==> src/rtl/mem_display_sequencer.sv <==
// mem_display_sequencer
// Walks a block of data memory word by word and hands the low 16 bits of
// each word to a 4-digit display scanner. Each word occupies the display for
// DWELL cycles of clk_1k. The walk (re)starts on every synchronized rising
// edge of the board's finish level.
// Optional feature macro: MANUAL_STEP_EN. When it is defined, a debounced
// btn_next press advances to the next word early while a word is on show.
module mem_display_sequencer #(
  parameter logic [31:0] START_ADDR = 32'h0000_0004,
  parameter int          WORD_COUNT = 16,
  parameter int          DWELL      = 1000,
  parameter int          DEBOUNCE   = 20
) (
  input  logic        clk_1k,
  input  logic        reset,
  input  logic        finish,
  input  logic        btn_next,
  input  logic [31:0] mem_rd_data,
  output logic        mem_rd_en,
  output logic [31:0] mem_addr,
  output logic [15:0] digits,
  output logic        disp_valid,
  output logic [15:0] word_index,
  output logic        busy
);

  typedef enum logic [1:0] {IDLE, FETCH, CAPTURE, SHOW} state_t;

  localparam logic [15:0] LAST_IDX   = 16'(WORD_COUNT - 1);
  localparam logic [15:0] DWELL_LAST = 16'(DWELL - 1);

  state_t      state_q;
  logic        rd_en_q;
  logic [31:0] addr_q;
  logic [15:0] digits_q;
  logic        valid_q;
  logic [15:0] idx_q;
  logic        busy_q;
  logic [15:0] dwell_q;

  logic        fin_s1_q, fin_s2_q, fin_s3_q;
  logic        restart;
  logic        step;
  logic        advance;
  logic        wrap;
  logic [15:0] idx_d;
  logic [31:0] addr_d;

  // Only the low half of the memory word is displayed.
  logic unused_hi;
  assign unused_hi = ^mem_rd_data[31:16];

  // finish is asynchronous: two flops resolve metastability, the third keeps
  // the previous synchronized level so a held-high finish restarts only once.
  always_ff @(posedge clk_1k or posedge reset) begin
    if (reset) begin
      fin_s1_q <= 1'b0;
      fin_s2_q <= 1'b0;
      fin_s3_q <= 1'b0;
    end else begin
      fin_s1_q <= finish;
      fin_s2_q <= fin_s1_q;
      fin_s3_q <= fin_s2_q;
    end
  end

  assign restart = fin_s2_q & ~fin_s3_q;

`ifdef MANUAL_STEP_EN
  logic        btn_s1_q, btn_s2_q, btn_db_q, btn_rise_q;
  logic [15:0] db_cnt_q;
  localparam logic [15:0] DB_LAST = 16'(DEBOUNCE - 1);

  // Button debounce: the synchronized level must differ from the accepted
  // level for DEBOUNCE consecutive cycles before it is accepted; an accepted
  // rise produces a one-cycle step pulse.
  always_ff @(posedge clk_1k or posedge reset) begin
    if (reset) begin
      btn_s1_q   <= 1'b0;
      btn_s2_q   <= 1'b0;
      btn_db_q   <= 1'b0;
      btn_rise_q <= 1'b0;
      db_cnt_q   <= '0;
    end else begin
      btn_s1_q   <= btn_next;
      btn_s2_q   <= btn_s1_q;
      btn_rise_q <= 1'b0;
      if (btn_s2_q == btn_db_q) begin
        db_cnt_q <= '0;
      end else if (db_cnt_q == DB_LAST) begin
        btn_db_q   <= btn_s2_q;
        btn_rise_q <= btn_s2_q;
        db_cnt_q   <= '0;
      end else begin
        db_cnt_q <= db_cnt_q + 16'd1;
      end
    end
  end

  assign step = btn_rise_q;
`else
  logic unused_btn;
  assign unused_btn = btn_next;
  assign step       = 1'b0;
`endif

  // Next word position; the last word wraps back to the start of the block.
  // Address arithmetic is naturally modulo 2^32.
  assign wrap    = (idx_q == LAST_IDX);
  assign idx_d   = wrap ? 16'd0 : idx_q + 16'd1;
  assign addr_d  = wrap ? START_ADDR : addr_q + 32'd4;
  // A button step and a dwell expiry in the same cycle are one advance.
  assign advance = (state_q == SHOW) && ((dwell_q == DWELL_LAST) || step);

  // Sequencer FSM with registered outputs. A restart outranks everything,
  // including an advance due in the same cycle.
  always_ff @(posedge clk_1k or posedge reset) begin
    if (reset) begin
      state_q  <= IDLE;
      rd_en_q  <= 1'b0;
      addr_q   <= START_ADDR;
      digits_q <= '0;
      valid_q  <= 1'b0;
      idx_q    <= '0;
      busy_q   <= 1'b0;
      dwell_q  <= '0;
    end else if (restart) begin
      state_q <= FETCH;
      rd_en_q <= 1'b1;
      addr_q  <= START_ADDR;
      idx_q   <= '0;
      busy_q  <= 1'b1;
    end else begin
      case (state_q)
        FETCH: begin
          // Address has been on the port for a cycle; hold it one more.
          state_q <= CAPTURE;
        end
        CAPTURE: begin
          digits_q <= mem_rd_data[15:0];
          valid_q  <= 1'b1;
          dwell_q  <= '0;
          rd_en_q  <= 1'b0;
          state_q  <= SHOW;
        end
        SHOW: begin
          if (advance) begin
            idx_q   <= idx_d;
            addr_q  <= addr_d;
            rd_en_q <= 1'b1;
            state_q <= FETCH;
          end else begin
            dwell_q <= dwell_q + 16'd1;
          end
        end
        default: begin
          // IDLE: wait for a restart; the CPU owns the memory port.
          rd_en_q <= 1'b0;
          busy_q  <= 1'b0;
        end
      endcase
    end
  end

  assign mem_rd_en  = rd_en_q;
  assign mem_addr   = addr_q;
  assign digits     = digits_q;
  assign disp_valid = valid_q;
  assign word_index = idx_q;
  assign busy       = busy_q;

endmodule

==> config.mk <==
export PLATFORM = sky130hd
export DESIGN_NAME = mem_display_sequencer
export DESIGN_NICKNAME = d
export VERILOG_FILES = /design/src/rtl/mem_display_sequencer.sv
export SDC_FILE = /design/constraint.sdc
export NUM_CORES = 1
export LEC_CHECK = 0
export ABC_CLOCK_PERIOD_IN_PS = 4500
export CORE_UTILIZATION = 52
export CTS_BUF_LIST = sky130_fd_sc_hd__clkbuf_8
export CTS_CLUSTER_DIAMETER = 200
export DETAILED_ROUTE_END_ITERATION = 7
export GPL_TIMING_DRIVEN = 0
export PLACE_DENSITY = 0.83
export SLEW_MARGIN = 40
export SYNTH_ARGS = -nofsm -noshare
export SYNTH_HDL_FRONTEND = slang
export SYNTH_SLANG_ARGS = --single-unit
==> constraint.sdc <==
create_clock -name clk_1k -period 4.5 [get_ports clk_1k]
set_input_delay 1.35 -clock clk_1k [delete_from_list [all_inputs] [get_ports clk_1k]]
set_output_delay 1.35 -clock clk_1k [all_outputs]
set_load 0.01 [all_outputs]
Word-level counts from Yosys, hierarchy flattened --
Cells that the tools add are included.
Cells by class: add/sub/neg operators 3, eq/ne operators 9, mux-type cells 18, bitwise logic cells 3, reduce and logical (&&, ||, !) cells 11
Operator list (number):
- 32-bit two-way mux | 4
- 16-bit two-way mux | 5
- 16-bit by 1-bit adder with 16-bit output, second input constant | 2
- 32-bit by 3-bit adder with 32-bit output, second input constant | 1
- 16-bit one-hot mux with 2 select lines | 1
- 16-bit by 10-bit == test with 1-bit output, second input constant | 1
- 16-bit by 4-bit == test with 1-bit output, second input constant | 1
- 2-bit AND reduction | 4
- 2-bit one-hot mux with 3 select lines | 1
- 2-bit nonzero test | 3
- 2-bit == test, second input constant | 2
- 1-bit two-way mux | 4
- 2-bit two-way mux | 2
- 2-bit != test, second input constant | 2
- 4-bit nonzero test | 1
- 3-bit != test, second input constant | 1
- 3-bit AND reduction | 1
- 3-bit OR reduction | 1
- 2-bit by 1-bit == test with 1-bit output, second input constant | 1
- 2-bit by 1-bit != test with 1-bit output, second input constant | 1
- 1-bit inverter | 2
- 1-bit one-hot mux with 2 select lines | 1
- 1-bit bitwise AND | 1
- 1-bit logical AND | 1
Storage, ports and cells: register bits after elaboration 88, input port bits 36, output and inout bits 67, word-level logic and storage cells 55

Depth between registers and ports, before layout --
Gate-level depths: netlist (run 1).
depth in word-level cells 5, gate-level depth with buffers 8

Worst setup path before layout (run 1) --
Ideal clock, no wire load.
kind reg2reg, start reg idx_q[13], in the netlist word_index[13], end reg idx_q[12], in the netlist word_index[12], library setup time 125 ps, arrival 2032 ps, required time 4375 ps, setup slack 2342 ps, cell stages (with the launch flop) 7, cell sequence dfrtp_1 > or4_1 > o41a_1 > and4_1 > buf_2 > nand4_1 > o21ai_1
Between the ends: word-level cells in the longest chain between the ends 5
Ends and longest elaborated chain:
- from (decl) | RTL line 37 | logic [15:0] idx_q;
- from (signal assigned) | RTL line 148 | idx_q <= idx_d;
- 16-bit by 4-bit == test with 1-bit output | RTL line 109 | assign wrap = (idx_q == LAST_IDX);
- 16-bit two-way mux | RTL line 110 | assign idx_d = wrap ? 16'd0 : idx_q + 16'd1;
- 16-bit two-way mux | RTL line 147 | if (advance) begin
- 16-bit two-way mux | RTL line 134 | case (state_q)
- 16-bit two-way mux | RTL line 127 | end else if (restart) begin
No other way between the ends. The select of a mux whose other input is x is not followed. A chain may end at the register's enable or synchronous reset.

Worst setup path after layout (run 1) --
start reg addr_q[2], in the netlist mem_addr[2], end out mem_addr[2]
RTL lines:
- from (decl) | RTL line 34 | logic [31:0] addr_q;
- from (signal assigned) | RTL line 149 | addr_q <= addr_d;
- to (decl) | RTL line 20 | output logic [31:0] mem_addr,
No word-level cell between the ends.

==> results.yml, run 1 <==
power_and_ir_drop:
  intPower_w: 0.001378
  p_clk_share_pct: 35.5
  pwr-share-comb_pct: 16.6
  p_per_area_nw_per_um2: 328.9
  p_leak_nw: 2.216
  switchingPower_w: 0.0004683
  swShare_pct: 25.36
  ir_drop_mv: 0.2277
  seqPwrFrac_pct: 47.8
synth:
  synth-edff-count: 0
  async_reset_ff_share_pct: 100.0
  yosys_warnings: 0
  synth-seq-cells: 86
  synth_top_area_share_pct: 48.70
  synth_area_leaders: "dfrtp_1 (49%), o21ai_1 (5.3%), mux2_2 (4.1%)"
  ys_seq_area_share_pct: 49.30
  synth.cell_area_um2: 4368
  netlist_instances: 460
  yosys-top-cells-count: "dfrtp_1 (85), nand2_1 (46), o21ai_1 (46)"
  synth_flop_cell: "dfrtp_1"
  synth_area_leader_cell: "dfrtp_1"
  synth.distinct_cells: 49
  syn_avg_cell_area_um2: 9.496
  synth_most_common_cell: "dfrtp_1"
cts:
  clk_latency_ns: 0.36
  cts_inserted_buffers: 9
  cts_max_path_buffers: 2
  cts_tree: "built"
  cts_hold_buffers: 0
  cts.repair.resized: 0
  h-tree-depth: 3
  clkTransAtPathRegs_ns: 0.09
  clkSinkCount: 86
  post-cts-setup-buffers: 0
  ctsRootBufferMaster: "clkbuf_8"
grt:
  overflow: 0
  grt_max_degree: 56
  first_global_vias: 4011
  grt_pass1_wl_mm: 19.26
  grt_util_all_layers_pct: 28.26
  antenna_found_initial: 0
die:
  dieArea_um2: 8770
  coreArea_um2: 8175
  initial_core_util_pct: 53.43
  die_y_um: 93.65
  io_pins: 103
  num_rows: 33
  die_width_um: 93.65
critical_path:
  crit_family: "flip-flops"
  cp_data_arrival_time_ns: 1.53
  critPathMaxStageDelay_ns: 0.60
  worst-path-buf-inv: 1
  cp-end-kind: "primary output"
  worstPathMaxFanout: 5
  worstPathCellList: "clkdlybuf4s50_1"
  worstPathRequired_ns: 3.15
  critPathKind: "reg -> out"
  critPathLaunchType: "flop"
  critPathSlowestCell: "dfstp_2"
routing:
  routed_wl_mm: 11.61
  drcViolationCount: 0
  drtIter0Drc: 315
  dr.pass1.iters: 5
  post_drt_wl_per_cell_um: 17.46
  vias_per_cell: 6.283
  vias: 4178
  postRouteAntennaNets: 0
timing:
  max_slew_margin_pct: 46.42
  setup_violations: 0
  tightest_slew_ns: 0.7970
  fmax_mhz: 347.6
  hold_viol: 0
  slew_violations: 0
  clock_skew_ns: 0.01395
  fin_ws_ns: 1.623
  post-route-period-util_pct: 63.93
  min_period_ns: 2.877
  rsz0062_at_grt: "no"
finish:
  layout-drive-gt1-share_pct: 10.00
  instances_no_fill: 665
  antenna_cells: 0
  area_delta_synth_final_pct: 28.53
  nets: 595
worst_hold_path:
  min_path_type: "reg -> reg"
job:
  maxCapViolations: 0
placed_design:
  dpl.cell_count: 650
  pre_cts_ws_ns: 2.014
  place_congestion: 0.8853
  io_buffers: 83
  hpwl_mm: 8.067
status:
  status: "completed"
-- worst paths after layout --
path                                    startpoint                       to  slack [ns]  depth (start not counted)
max in group asynchronous                    reset  mem_addr[2]$_DFFE_PP1P_        2.56                          3
setup reg to reg                fin_s2_q$_DFF_PP0_    digits[5]$_DFFE_PP0P_        2.07                          6
setup / recovery           mem_addr[2]$_DFFE_PP1P_              mem_addr[2]        1.62                          1
hold reg to reg                 fin_s1_q$_DFF_PP0_       fin_s2_q$_DFF_PP0_        0.36                          0
hold / removal                  fin_s1_q$_DFF_PP0_       fin_s2_q$_DFF_PP0_        0.36                          0
min in group asynchronous                    reset    digits[5]$_DFFE_PP0P_        1.35                          2
-- per-stage QoR --
stage | utilization [%] | instance area [um2] | hold WS [ns] | setup TNS (ns) | power (W)
2_1_floorplan | - | 4372 | 0.3312 | 0 | 0.001048
3_3_place_gp | 65.24 | 5334 | 0.3346 | -30.43 | 0.001187
3_5_place_dp | 65.78 | 5378 | 0.3464 | 0 | 0.001206
4_1_cts | 68.67 | 5614 | 0.3658 | 0 | 0.001853
5_1_grt | 68.67 | 5614 | 0.3743 | 0 | 0.001917
6_report | 68.67 | 5614 | 0.3643 | 0 | 0.001847
-- per-layer routing --
layer	GRT usage (%)	wire length, um
met3	4.854	910
met5	0	0
met2	47.12	5745
met4	12.18	262
met1	36.29	4695
-- power by group through the flow --
stage | logic (W) | clock network, W | registers, W
after floorplan | 0.000137 | 0 | 0.000911
after global placement | 0.000294 | 0 | 0.000893
after detailed placement | 0.000308 | 0 | 0.000898
after CTS | 0.000310 | 0.000659 | 0.000884
after global routing | 0.000333 | 0.000690 | 0.000893
final | 0.000307 | 0.000656 | 0.000884
-- flip-flops by register name (all words and copies together) (netlist names) --
name / count
mem_addr: 30
digits: 16
dwell_q: 16
word_index: 16
state_q: 2
busy: 1
disp_valid: 1
fin_s1_q: 1
fin_s2_q: 1
fin_s3_q: 1
mem_rd_en: 1
-- layout make-up --
cell class	instances	area [um2]
clock buffer	10	137.6
timing repair buffer	84	858.3
sequential	86	2153
multi-input combinational	341	2072
buffer	25	123.9
clock inverter	5	98.84
tap	105	131.4
fill	639	2561
inverter	9	38.79
-- cells by family (layout without fill, tap and decap cells) --
group,after synthesis,count (layout),synth area share [%]
fa+ha+maj,3,3,0.8594
other cells,1,2,0.08585
mux,18,18,4.583
compound gates,141,141,19.91
xor+xnor,5,5,1.003
buf+inv,34,133,3.609
simple gates,172,172,20.65
flops,86,86,49.30
-- worst reg2reg max path, stage by stage, from the launching register on --
cell      delay, ns
dfrtp_1        0.40
nand2b_1       0.08
clkbuf_1       0.30
nand2_1        0.31
nor2_1         0.34
clkbuf_1       0.48
mux2_2         0.41
-- layout by cell type (no fill, tap or decap), drive strengths merged, types with 2 or more instances in the layout --
cell type       n
nand2b          3
nand2          46
bufinv          3
and2            5
a21oi          11
o31ai          21
and3            7
mux2i           2
inv            10
a31oi          20
and4            4
or4             6
clkdlybuf4s50  83
buf            10
conb            2
dfrtp          85
mux2           16
a41oi           4
nor3           11
xnor2           5
o41ai           4
o21ai          73
nor2           32
clkbuf         26
nand4          20
nor4            6
ha              3
nand3          25
o311ai          2
(Power assumes the default switching activity.)
==> run 2, diff against run 1 <==
Settings changed: ABC_CLOCK_PERIOD_IN_PS 4500 to 2900.
Clock period 4.5 ns to 2.9 ns, I/O delays scaled along.
==> results.yml, run 2 (synthesized netlist as in run 1, its figures left out) <==
routing:
  vias: 4194
  post_drt_wl_per_cell_um: 17.61
  drcViolationCount: 0
  vias_per_cell: 6.278
  drtIter0Drc: 336
  dr.pass1.iters: 5
  routed_wl_mm: 11.76
  postRouteAntennaNets: 0
critical_path:
  worstPathMaxFanout: 10
  worstPathRequired_ns: 3.15
  reg2reg_slack_ns: 0.42
  startpoint: "mem_addr[11]$_DFFE_PP0P_"
  critPathLaunchType: "flop"
  worst_setup_path_endpoint: "mem_addr[29]$_DFFE_PP0P_"
  rr_startpoint: "mem_addr[11]$_DFFE_PP0P_"
  r2r_end: "mem_addr[29]$_DFFE_PP0P_"
  cp_data_arrival_time_ns: 2.72
  cp-end-kind: "flop"
  reg2reg_depth: 6
  critPathKind: "reg -> reg"
finish:
  largest_reg_flops: 30
  layout-drive-gt1-share_pct: 10.12
  nFillCells: 650
  final_common_cell: "dfrtp_1"
  mostFrequentLayoutCells: "dfrtp_1 (85), clkdlybuf4s50_1 (83), o21ai_1 (46), nand2_1 (46), nor2_1 (32)"
  instances_no_fill: 668
  area_delta_synth_final_pct: 28.07
  nets: 597
  antenna_cells: 0
timing:
  hold_viol: 0
  max_slew_margin_pct: 46.15
  fin_ws_ns: 0.4233
  tightest_slew_ns: 0.8004
  fmax_mhz: 403.8
  clock_skew_ns: 0.01073
  rsz0062_at_grt: "no"
  tns_ns: 0
  setup_violations: 0
  slew_violations: 0
  min_period_ns: 2.477
  post-route-period-util_pct: 85.40
grt:
  grt_max_degree: 27
  grt_util_all_layers_pct: 28.00
  overflow: 0
  first_global_vias: 4042
  antenna_found_initial: 0
  grt_pass1_wl_mm: 19.23
cts:
  cts_max_path_buffers: 2
  cts_inserted_buffers: 9
  cts_tree: "built"
  cts.repair.resized: 0
  clk_latency_ns: 0.36
  clkSinkCount: 86
  cts_hold_buffers: 0
  h-tree-depth: 3
  post-cts-setup-buffers: 0
  clkTransAtPathRegs_ns: 0.09
  ctsRootBufferMaster: "clkbuf_8"
die:
  dieArea_um2: 8770
  initial_core_util_pct: 53.43
  die_width_um: 93.65
  num_rows: 33
  coreArea_um2: 8175
  die_y_um: 93.65
  io_pins: 103
placed_design:
  pre_cts_ws_ns: 0.4686
  place_congestion: 0.8869
  hpwl_mm: 8.332
  dpl.cell_count: 652
  io_buffers: 83
status:
  status: "completed"
power_and_ir_drop:
  ir_drop_mv: 0.3518
  p_leak_nw: 2.216
  finalPower_w: 0.002606
  p_per_area_nw_per_um2: 465.9
job:
  maxCapViolations: 0
worst_hold_path:
  min_path_type: "reg -> reg"
-- run 2: critical path, stage by stage, from the launching register on --
cell and delay, ns:
dfrtp_1 0.50, nand4_1 0.25, nor4_1 0.77, clkbuf_1 0.45
a31oi_1 0.15, o21ai_0 0.16, o21ai_1 0.09
-- run 2: report_power, final --
| part | internal (W) | switching [W] | total, W |
|---|---|---|---|
| logic | 0.000261 | 0.000222 | 0.000483 |
| registers | 0.00130 | 0.0000743 | 0.00137 |
| clock network | 0.000324 | 0.000429 | 0.000753 |
| total | 0.00188 | 0.000725 | 0.00261 |
-- run 2: layer usage --
metal	track usage, %	up-vias	routed length, um
li1	-	1919	-
met5	0	-	0
met1	35.60	2027	4715
met4	11.03	0	257
met2	46.45	217	5695
met3	6.311	31	1093
-- run 2: worst min-delay path by stage --
stage	cells after the start	startpoint	end	slack [ns]
floorplan	0	fin_s1_q$_DFF_PP0_	fin_s2_q$_DFF_PP0_	0.33
global placement	0	fin_s1_q$_DFF_PP0_	fin_s2_q$_DFF_PP0_	0.34
detailed placement	0	fin_s1_q$_DFF_PP0_	fin_s2_q$_DFF_PP0_	0.34
CTS	0	fin_s1_q$_DFF_PP0_	fin_s2_q$_DFF_PP0_	0.36
global route	0	fin_s1_q$_DFF_PP0_	fin_s2_q$_DFF_PP0_	0.37
finish	0	fin_s1_q$_DFF_PP0_	fin_s2_q$_DFF_PP0_	0.36
-- run 2: final cells by class --
cell class              count  area (um2)  area share (%)
repair buffers             86       898.4           16.06
plain buffers              25       123.9           2.214
multi-input cells         341        2081           37.20
flip-flops and latches     86        2153           38.49
clock buffers              10       137.6           2.460
inverters                   9       37.54          0.6710
clock inverters             6       31.28          0.5592
well taps                 105       131.4           2.348
-- run 2: stage by stage --
step	cell area (um2)	hold WS (ns)	utilization [%]
6_report	5594	0.3576	68.43
5_1_grt	5594	0.3712	68.43
4_1_cts	5585	0.3569	68.32
3_5_place_dp	5416	0.3386	66.25
3_3_place_gp	5338	0.3355	65.29
2_1_floorplan	4375	0.3312	-
==> run 3, diff against run 2 <==
Settings changed: ABC_CLOCK_PERIOD_IN_PS 2900 to default, PLACE_DENSITY 0.83 to 0.86.
==> results.yml, run 3 (synthesized netlist as in run 1, its figures left out) <==
grt:
  antenna_found_initial: 0
  grt_max_degree: 26
  first_global_vias: 4051
  grt_util_all_layers_pct: 27.22
  grt_pass1_wl_mm: 18.68
  overflow: 0
critical_path:
  worst-path-buf-inv: 1
  critPathMaxStageDelay_ns: 0.81
  worstPathRequired_ns: 3.14
  crit_family: "simple AND/OR/NAND/NOR gates"
  rr_startpoint: "mem_addr[11]$_DFFE_PP0P_"
  cp_data_arrival_time_ns: 2.76
  critPathLaunchType: "flop"
  worstPathCellList: "nand4_1, nor4_1, clkbuf_1, a31oi_1, o21ai_0, o21ai_1"
  critPathKind: "reg -> reg"
  cp-end-kind: "flop"
  startpoint: "mem_addr[11]$_DFFE_PP0P_"
  worstPathMaxFanout: 10
  critPathSlowestCell: "nor4_1"
finish:
  area_delta_synth_final_pct: 29.30
  nets: 597
  final_common_cell: "dfrtp_1"
  mostFrequentLayoutCells: "dfrtp_1 (85), clkdlybuf4s50_1 (83), o21ai_1 (46), nand2_1 (46), nor2_1 (32)"
  largest_reg_flops: 30
  layout-drive-gt1-share_pct: 10.30
  antenna_cells: 0
power_and_ir_drop:
  p_leak_nw: 2.246
  ir_drop_mv: 0.3136
  p_per_area_nw_per_um2: 489.8
cts:
  ctsRootBufferMaster: "clkbuf_8"
  cts_max_path_buffers: 2
  clkTransAtPathRegs_ns: 0.09
  clk_latency_ns: 0.35
  cts_tree: "built"
  cts_hold_buffers: 0
  h-tree-depth: 3
  post-cts-setup-buffers: 0
  clkSinkCount: 86
  cts_inserted_buffers: 9
  cts.repair.resized: 0
routing:
  postRouteAntennaNets: 0
  vias: 4151
  routed_wl_mm: 11.26
  dr.pass1.iters: 4
  post_drt_wl_per_cell_um: 16.86
  drcViolationCount: 0
  vias_per_cell: 6.214
  drtIter0Drc: 323
timing:
  max_slew_margin_pct: 41.58
  post-route-period-util_pct: 86.91
  tns_ns: 0
  tightest_slew_ns: 0.8682
  slew_violations: 0
  hold_viol: 0
  setup_violations: 0
  fin_ws_ns: 0.3795
  clock_skew_ns: 0.01265
  min_period_ns: 2.521
  fmax_mhz: 396.7
  rsz0062_at_grt: "no"
die:
  dieArea_um2: 8770
  die_width_um: 93.65
  num_rows: 33
  die_y_um: 93.65
  coreArea_um2: 8175
  io_pins: 103
  initial_core_util_pct: 53.43
placed_design:
  hpwl_mm: 8.149
  io_buffers: 83
  pre_cts_ws_ns: 0.4436
  place_congestion: 0.8775
status:
  status: "completed"
worst_hold_path:
  min_path_type: "reg -> reg"
  min_from: "fin_s1_q$_DFF_PP0_"
job:
  maxCapViolations: 0
run 3: through the flow:
step                cells  power, W  utilization, %  hold WS [ns]  area, um2
finish                668  0.002766           69.08        0.3561       5648
global route          668  0.002885           69.08        0.3849       5648
CTS                   668  0.002781           68.92        0.3573       5634
detailed placement    652  0.001874           66.28        0.3385       5419
global placement      649  0.001840           65.29        0.3312       5338
floorplan             461  0.001627               -        0.3312       4375
run 3: final timing paths:
check / end / slack (ns) / cells after the start
worst max-delay path: mem_addr[25]$_DFFE_PP0P_ / 0.38 / 6
max in group asynchronous: mem_addr[2]$_DFFE_PP1P_ / 1.27 / 4
min in group asynchronous: mem_addr[19]$_DFFE_PP0P_ / 0.89 / 2
worst min-delay path: fin_s2_q$_DFF_PP0_ / 0.36 / 0
worst min register to register: fin_s2_q$_DFF_PP0_ / 0.36 / 0
worst max register to register: mem_addr[25]$_DFFE_PP0P_ / 0.38 / 6
run 3: worst register-to-register path: stages, from the launching register on:
cell	delay, ns
dfrtp_1	0.49
nand4_1	0.24
nor4_1	0.81
clkbuf_1	0.43
a31oi_1	0.14
o21ai_0	0.20
o21ai_1	0.09
run 3: where the power goes:
group          internal [W]  total, W  leakage, nW  switching (W)
clock              0.000500  0.000917        0.119       0.000417
combinational      0.000262  0.000482        0.995       0.000220
sequential          0.00130   0.00137         1.13      0.0000718
run 3: cell type report:
type	instances	area (um2)
repair buffers	86	905.9
well taps	105	131.4
flip-flops and latches	86	2153
clock inverters	6	77.57
fillers	630	2527
plain buffers	25	123.9
clock buffers	10	137.6
multi-input cells	341	2081
inverters	9	37.54
run 3: metal layers:
metal | track usage [%] | wire length, um | share of wire, % | vias up
li1 | - | - | - | 1917
met1 | 33.74 | 4534 | 40 | 2018
met2 | 45.40 | 5771 | 51 | 182
met3 | 5.502 | 684 | 6.1 | 34
met4 | 13.33 | 271 | 2.4 | 0
met5 | 0 | 0 | 0 | -
